[src/rtl/shape_hextent_scan.sv]
// shape_hextent_scan
//
// Horizontal-extent finder for the star/shape detection pipeline. Given the
// vertical extent of a shape (top row, bottom row) and a seed column, it
// walks each row from top to bottom. On each row it scans right and then
// left from the seed column through a synchronous read-only image memory. It
// reports the leftmost and rightmost lit columns seen over all rows.
//
// Ports
//   clk        : clock
//   resetn     : synchronous, active-low reset
//   start      : request; sampled only while idle or done
//   mid_x      : seed column, latched with start
//   top_y      : first row, latched with start
//   bottom_y   : last row (inclusive), latched with start
//   mem_addr   : registered read address, y*IMG_W + x
//   mem_q      : read data, valid the cycle after mem_addr is presented
//   most_left  : leftmost lit column
//   most_right : rightmost lit column
//   busy       : high while a scan is in progress
//   done       : level, high while results are available
//   err        : invalid inputs; meaningful while done=1
module shape_hextent_scan #(
  parameter int IMG_W     = 6,
  parameter int IMG_H     = 6,
  parameter int XW        = 3,
  parameter int YW        = 3,
  parameter int AW        = 6,
  parameter int CW        = 3,
  parameter int THRESHOLD = 0
) (
  input  logic          clk,
  input  logic          resetn,
  input  logic          start,
  input  logic [XW-1:0] mid_x,
  input  logic [YW-1:0] top_y,
  input  logic [YW-1:0] bottom_y,
  output logic [AW-1:0] mem_addr,
  input  logic [CW-1:0] mem_q,
  output logic [XW-1:0] most_left,
  output logic [XW-1:0] most_right,
  output logic          busy,
  output logic          done,
  output logic          err
);

  // One extra bit on the bound constants so that an image width or height
  // equal to 2^XW / 2^YW does not wrap to zero.
  localparam logic [XW:0]   IMG_W_X = (XW+1)'(IMG_W);
  localparam logic [YW:0]   IMG_H_Y = (YW+1)'(IMG_H);
  localparam logic [XW-1:0] X_LAST  = XW'(IMG_W - 1);
  localparam logic [AW-1:0] IMG_W_A = AW'(IMG_W);
  localparam logic [CW-1:0] THR     = CW'(THRESHOLD);

  typedef enum logic [2:0] {
    IDLE,
    ROW,
    R_ISSUE,
    R_CHECK,
    L_ISSUE,
    L_CHECK,
    DONE
  } stateT;

  stateT         state, stateNext;
  logic [XW-1:0] xReg, xNext;
  logic [YW-1:0] yReg, yNext;
  logic [XW-1:0] midXReg, midXNext;
  logic [YW-1:0] bottomYReg, bottomYNext;
  logic [XW-1:0] mostLeftReg, mostLeftNext;
  logic [XW-1:0] mostRightReg, mostRightNext;
  logic [AW-1:0] memAddrReg, memAddrNext;
  logic          busyReg, busyNext;
  logic          doneReg, doneNext;
  logic          errReg, errNext;

  logic          badInputs;
  logic          lit;
  logic          loadAddr;
  logic          rightEnd;
  logic          leftEnd;
  logic          rowEnd;

  assign badInputs = (top_y > bottom_y) ||
                     ({1'b0, bottom_y} >= IMG_H_Y) ||
                     ({1'b0, mid_x} >= IMG_W_X);
  assign lit = (mem_q > THR);

  always_ff @(posedge clk) begin
    if (!resetn) begin
      state        <= IDLE;
      xReg         <= '0;
      yReg         <= '0;
      midXReg      <= '0;
      bottomYReg   <= '0;
      mostLeftReg  <= '0;
      mostRightReg <= '0;
      memAddrReg   <= '0;
      busyReg      <= 1'b0;
      doneReg      <= 1'b0;
      errReg       <= 1'b0;
    end else begin
      state        <= stateNext;
      xReg         <= xNext;
      yReg         <= yNext;
      midXReg      <= midXNext;
      bottomYReg   <= bottomYNext;
      mostLeftReg  <= mostLeftNext;
      mostRightReg <= mostRightNext;
      memAddrReg   <= memAddrNext;
      busyReg      <= busyNext;
      doneReg      <= doneNext;
      errReg       <= errNext;
    end
  end

  always_comb begin
    stateNext     = state;
    xNext         = xReg;
    yNext         = yReg;
    midXNext      = midXReg;
    bottomYNext   = bottomYReg;
    mostLeftNext  = mostLeftReg;
    mostRightNext = mostRightReg;
    memAddrNext   = memAddrReg;
    errNext       = errReg;
    loadAddr      = 1'b0;
    rightEnd      = 1'b0;
    leftEnd       = 1'b0;
    rowEnd        = 1'b0;

    case (state)
      IDLE, DONE: begin
        if (start) begin
          midXNext      = mid_x;
          yNext         = top_y;
          bottomYNext   = bottom_y;
          mostLeftNext  = mid_x;
          mostRightNext = mid_x;
          if (badInputs) begin
            errNext   = 1'b1;
            stateNext = DONE;
          end else begin
            errNext   = 1'b0;
            stateNext = ROW;
          end
        end
      end

      // The seed column is never read; start one step to its right, or go
      // straight to the left side when the seed sits on the right border.
      ROW: begin
        loadAddr = 1'b1;
        if (midXReg < X_LAST) begin
          xNext     = midXReg + 1'b1;
          stateNext = R_ISSUE;
        end else begin
          xNext     = midXReg - 1'b1;
          stateNext = L_ISSUE;
        end
      end

      R_ISSUE: stateNext = R_CHECK;

      R_CHECK: begin
        if (lit) begin
          if (xReg > mostRightReg) mostRightNext = xReg;
          if (xReg == X_LAST) begin
            rightEnd = 1'b1;
          end else begin
            xNext     = xReg + 1'b1;
            loadAddr  = 1'b1;
            stateNext = R_ISSUE;
          end
        end else begin
          rightEnd = 1'b1;
        end
        if (rightEnd) begin
          if (midXReg != '0) begin
            xNext     = midXReg - 1'b1;
            loadAddr  = 1'b1;
            stateNext = L_ISSUE;
          end else begin
            rowEnd = 1'b1;
          end
        end
      end

      L_ISSUE: stateNext = L_CHECK;

      L_CHECK: begin
        if (lit) begin
          if (xReg < mostLeftReg) mostLeftNext = xReg;
          if (xReg == '0) begin
            leftEnd = 1'b1;
          end else begin
            xNext     = xReg - 1'b1;
            loadAddr  = 1'b1;
            stateNext = L_ISSUE;
          end
        end else begin
          leftEnd = 1'b1;
        end
        if (leftEnd) rowEnd = 1'b1;
      end

      default: stateNext = IDLE;
    endcase

    // Row end is decided on the same edge as the final check, so the
    // full-width test must see the extents that check is about to write.
    if (rowEnd) begin
      if ((mostLeftNext == '0) && (mostRightNext == X_LAST)) begin
        stateNext = DONE;
      end else if (yReg == bottomYReg) begin
        stateNext = DONE;
      end else begin
        yNext     = yReg + 1'b1;
        stateNext = ROW;
      end
    end

    // The address is registered on the edge that enters an issue state so
    // the memory sees it during the issue cycle and returns data in the check.
    if (loadAddr) memAddrNext = AW'(yReg) * IMG_W_A + AW'(xNext);

    busyNext = (stateNext != IDLE) && (stateNext != DONE);
    doneNext = (stateNext == DONE);
  end

  assign mem_addr   = memAddrReg;
  assign most_left  = mostLeftReg;
  assign most_right = mostRightReg;
  assign busy       = busyReg;
  assign done       = doneReg;
  assign err        = errReg;

endmodule

[config.mk]
export PLATFORM = sky130hd
export DESIGN_NAME = shape_hextent_scan
export DESIGN_NICKNAME = d
export VERILOG_FILES = /design/src/rtl/shape_hextent_scan.sv
export SDC_FILE = /design/constraint.sdc
export NUM_CORES = 1
export LEC_CHECK = 0
export ABC_AREA = 0
export CORE_UTILIZATION = 45
export CTS_CLUSTER_DIAMETER = 50
export DETAILED_ROUTE_END_ITERATION = 8
export PLACE_DENSITY = 0.67
export SLEW_MARGIN = 5
export SYNTH_ARGS = -nofsm -noshare
export SYNTH_HDL_FRONTEND = slang
export SYNTH_SLANG_ARGS = --single-unit
[constraint.sdc]
create_clock -name clk -period 4.3 [get_ports clk]
set_input_delay 0.86 -clock clk [delete_from_list [all_inputs] [get_ports clk]]
set_output_delay 0.86 -clock clk [all_outputs]
set_load 0.02 [all_outputs]
**After elaboration in Yosys (flattened, before gate mapping)**

Cells that the tools add are included.

- Equal/unequal tests: 11
- Reduce and logical (&&, ||, !) cells: 11
- Multiply operators: 1
- $lt $le $gt $ge: 7
- Mux-type cells: 52
- $add $sub $neg: 6

Operators by type and width:

| cell | count |
|---|---|
| $mux 3 | 30 |
| $eq 3x3->1 const B | 6 |
| $pmux 3 s6 | 1 |
| $mux 1 | 16 |
| $pmux 3 s2 | 2 |
| $add 3x1->3 const B | 3 |
| $logic_not 3->1 | 3 |
| $pmux 3 s3 | 1 |
| $add 6x3->6 | 1 |
| $eq 3x2->1 const B | 2 |
| $ge 3x3->1 const B | 2 |
| $gt 3x3->1 | 2 |
| $reduce_bool 3->1 | 2 |
| $sub 3x1->3 const B | 2 |
| $mul 3x2->5 const B | 1 |
| $eq 3x1->1 const B | 1 |
| $eq 3x3->1 | 1 |
| $gt 3x1->1 const B | 1 |
| $lt 3x3->1 | 1 |
| $lt 3x3->1 const B | 1 |
| $ne 3x3->1 const B | 1 |
| $pmux 1 s3 | 1 |
| $logic_and 1x1->1 | 2 |
| $logic_or 1x1->1 | 2 |
| other kinds (3) | 3 |

- Register bits: 30
- Logic and storage cells: 99

**Longest topological paths before layout**

- Depth after elaboration: 10
- Gate-level depth with buffers: 14
- Gate-level depth less buffers: 14

**Least setup slack after synthesis**

OpenSTA, ideal clock, no wires.

- Path kind: input port to flip-flop
- Start: in mem_q[0]
- End: reg memAddrReg[5] (netlist: mem_addr[5])
- Path slack: 1.095 ns
- Arrival: 3.120 ns
- Required time: 4.214 ns
- Stages: 13
- Buffers on the path: 2
- Cell sequence: or3_1 buf_6 o21ai_2 a21oi_1 o21a_1 buf_2 o221ai_1 ha_1 inv_1 fa_1 nor2b_1 xnor2_1 a211oi_1

- Cells in the longest elaborated chain, start to end: 6

RTL lines:

| item | line | RTL |
|---|---|---|
| from (decl) | 39 | `input logic [CW-1:0] mem_q,` |
| $gt 3x1->1 * | 87 | `assign lit = (mem_q > THR);` |
| $mux 3 / $mux 1 (equally long branches) | 166 | `if (lit) begin` |
| $mux 3 / $mux 1 (equally long branches) | 179, 132 |  |
| $mux 3 | 178 | `if (rightEnd) begin` |
| $pmux 3 s3 * | 132 | `case (state)` |
| named net xNext[1] | 66 | `logic [XW-1:0] xReg, xNext;` |
| $add 6x3->6 * | 225 | `if (loadAddr) memAddrNext = AW'(yReg) * IMG_W_A + AW'(xNext);` |
| to (signal assigned) | 110 | `memAddrReg <= memAddrNext;` |
| to (decl) | 72 | `logic [AW-1:0] memAddrReg, memAddrNext;` |

Mark *: on every way through the listed nets, which the timed path passes. The rest lies on a longest branch. The select of a mux whose other input is x is not followed.
A chain may end at the register's enable or synchronous reset.

**Final worst setup path**

Same ends and word-level chain as after synthesis.

==> impl_metrics.py <==
metrics = {
    "logic_synthesis": {
        "synth_warnings": 0,
        "synth_area_leader_cell": "sky130_fd_sc_hd__dfxtp_1",
        "mappedNetlistArea_sq_um": 2320,
        "post-synth-top-count-cell": "sky130_fd_sc_hd__a21oi_1",
        "syn_inst": 291,
        "synth_nets": 329,
        "netlist.area_leader.share": 0.259,
        "netlist_top_cells_count": "sky130_fd_sc_hd__a21oi_1 (31), sky130_fd_sc_hd__dfxtp_1 (30), sky130_fd_sc_hd__nand2_1 (29), sky130_fd_sc_hd__nor2_1 (25), sky130_fd_sc_hd__inv_1 (22)",
        "synth-edff-count": 0,
        "yosys_most_used_dff": "sky130_fd_sc_hd__dfxtp_1",
        "post_synth_num_cell_types": 58,
        "seq_total_area_yosys": 0.259,
        "synth-async-reset-ratio": 0,
        "average_footprint_of_a_synthesized_cell_sq_um": 7.97,
        "synth.area.top_cells": "sky130_fd_sc_hd__dfxtp_1 (26%), sky130_fd_sc_hd__ha_1 (11%), sky130_fd_sc_hd__a21oi_1 (6.7%), sky130_fd_sc_hd__nand2_1 (4.7%), sky130_fd_sc_hd__nor2_1 (4.0%)",
        "ys_seq_elements": 30,
    },
    "global_routing": {
        "grt_pass1_wl_um": 9400,
        "global_route.overflow_total": 0,
        "grt.total_usage": 0.233,
        "grt_max_degree": 23,
        "number_of_antenna_violations_at_the_first_check_in_global_routing": 0,
        "first_global_vias": 1875,
    },
    "floorplan": {
        "fp.dieH_um": 73.8,
        "total_die_area_sq_um": 5450,
        "die_w_um": 73.8,
        "core-area_sq_um": 4850,
        "row_count": 25,
        "boundaryPins": 30,
        "initial_utilization": 0.478,
    },
    "critical_path": {
        "kind_of_capture_point_of_the_worst_setup_path": "flop",
        "critical_path_class": "input port to flop",
        "timing.critical_path.arrival_ns": 3.93,
        "timing.critical_path.required_ns": 4.48,
        "crit_path_start_kind": "input port",
        "cp_max_fo": 11,
    },
    "routing": {
        "drt_iter0_markers": 141,
        "route.detailed.vias_per_inst": 5.45,
        "drt_pre_antenna_iters": 4,
        "drc": 0,
        "postRouteWirelength_um": 5780,
        "drtAntennaViolNets": 0,
        "num_vias": 2086,
        "avgRoutedWirePerCell_um": 15.1,
    },
    "sta": {
        "hold_violations": 0,
        "setup_repair_after_global_routing_missed_its_margin": "no",
        "finalSetupViolations": 0,
        "setup_ws_ns": 0.550,
        "timing.final.max_slew_violations": 0,
        "max_clock_freq_mhz": 267,
        "final.min_clock_period_ns": 3.75,
        "final_min_period_over_clock_period": 0.872,
        "tightestPinTransition_ns": 0.717,
        "fin_skew_ns": 0.00790,
        "worst_slew_margin_rel": 0.521,
        "finalSetupTns_ns": 0,
    },
    "clocking": {
        "clock_latency_ns": 0.29,
        "htree_num_levels": 2,
        "clkSinkCount": 30,
        "clock_buffers_created_by_tritoncts": 5,
        "cts.hold.buffers_added": 0,
        "postCtsSetupRepairBufs": 0,
        "cts_tree": "built",
        "buffer_cell_driving_the_clock_tree_root": "sky130_fd_sc_hd__clkbuf_8",
        "path_clk_slew_ns": 0.07,
        "cts-resized-gates": 0,
        "cts_buffer_depth": 2,
    },
    "cells_and_area": {
        "antenna_cells_inserted": 0,
        "final_core_utilization": 0.561,
        "fillerInstances": 458,
        "synthToLayoutAreaGrowth_pct": 17.2,
        "drive_gt1_frac": 0.0886,
        "nets": 353,
        "final_cell_area_sq_um": 2720,
    },
    "placement": {
        "pre_cts_ws_ns": 0.246,
        "finalWeightedCongestion": 0.900,
        "dpl-instance-area_sq_um": 2620,
        "dp_hpwl_um": 4420,
        "port_buffers": 29,
    },
    "power": {
        "power.switching_uw": 714,
        "p_sw_frac": 0.452,
        "powerDensity_nw_per_um2": 582,
        "power_leakage_nw": 1.06,
        "fraction_of_power_consumed_by_combinational_cells": 0.537,
        "max-vdd-ir-drop_uv": 281,
        "p_seq_frac": 0.305,
        "clock_power_share": 0.157,
        "p_total_mw": 1.58,
        "internal_power_consumption_uw": 867,
    },
    "run": {
        "max_cap_violations": 0,
    },
    "min_path": {
        "min_path_type": "flop to flop",
    },
    "outcome": {
        "outcome": "finished, final reports clean",
    },
}
cells by family (layout without fill, tap and decap cells):
logic type,after synthesis,in the layout,share of synthesized area
adder cells (fa/ha/maj),23,23,0.131
XOR/XNOR,10,10,0.0410
multiplexers,9,9,0.0399
AO/OA/AOI/OAI,86,86,0.251
buffers and inverters,35,60,0.0696
flip-flops,30,30,0.259
AND/OR/NAND/NOR,98,98,0.209
area by class of cell:
type,count,area (sq um),share of cell area
clock buffer,6,82.6,0.0304
clock inverter,2,12.5,0.00460
inverter,22,82.6,0.0304
multi-input combinational,226,1560,0.573
sequential,30,601,0.221
tap,67,83.8,0.0308
timing repair buffer,30,298,0.110
layer usage:
layer  vias to the layer above  GRT usage  share of wire
met5                         -          0              0
li1                       1073          -              -
met2                        46      0.361           0.46
met4                         0     0.0641          0.012
met1                       961      0.321           0.47
met3                         6     0.0562          0.057
placed cells by master (no fill, tap or decap), drive strengths merged, types with 6 or more instances in the layout:
cell and count:
mux2i 7, nand2 30, clkbuf 6, clkdlybuf4s50 29, nor2b 7, nor2 26, o21ai 15, nand3 9
nor3 9, dfxtp 30, inv 22, xnor2 8, a211oi 8, ha 21, a21oi 32
power groups by stage:
stage	registers (mW)	logic, mW	clock network, mW
floorplan	0.472	0.631	0
global placement	0.487	0.838	0
detailed placement	0.487	0.845	0
CTS	0.480	0.851	0.250
global route	0.497	0.947	0.259
finish	0.483	0.850	0.249
stage by stage:
stage,std cells,hold slack [ns]
2_1_floorplan,291,0.449
3_3_place_gp,375,0.456
3_5_place_dp,375,0.461
4_1_cts,383,0.471
5_1_grt,383,0.497
6_report,383,0.472
state kept, by name (all words and copies together) (netlist names):
register,cells
xReg,3
state,3
bottomYReg,3
mem_addr,6
most_right,3
done,1
most_left,3
yReg,3
busy,1
midXReg,3
err,1
path summary, 6_finish.rpt:
check                                                start                    endpoint  slack [ns]  depth (start not counted)
worst max-delay path                              mem_q[0]    mem_addr[5]$_SDFFE_PN0P_        0.55                         12
worst max register to register     midXReg[0]$_SDFFE_PN0P_    mem_addr[5]$_SDFFE_PN0P_        1.15                         12
worst min register to register  bottomYReg[2]$_SDFFE_PN0P_  bottomYReg[2]$_SDFFE_PN0P_        0.47                          2
worst min-delay path            bottomYReg[2]$_SDFFE_PN0P_  bottomYReg[2]$_SDFFE_PN0P_        0.47                          2
critical path: stages:
cell and delay (ns):
sky130_fd_sc_hd__clkdlybuf4s50_1 0.43, sky130_fd_sc_hd__or3_1 0.54, sky130_fd_sc_hd__o21ai_2 0.15, sky130_fd_sc_hd__a21oi_1 0.10, sky130_fd_sc_hd__o21a_1 0.36, sky130_fd_sc_hd__o221ai_1 0.29, sky130_fd_sc_hd__ha_1 0.22, sky130_fd_sc_hd__inv_1 0.05
sky130_fd_sc_hd__fa_1 0.40, sky130_fd_sc_hd__nor2b_1 0.15, sky130_fd_sc_hd__xnor2_1 0.08, sky130_fd_sc_hd__a211oi_1 0.31
Note: power is estimated with default switching activity, not from simulation.
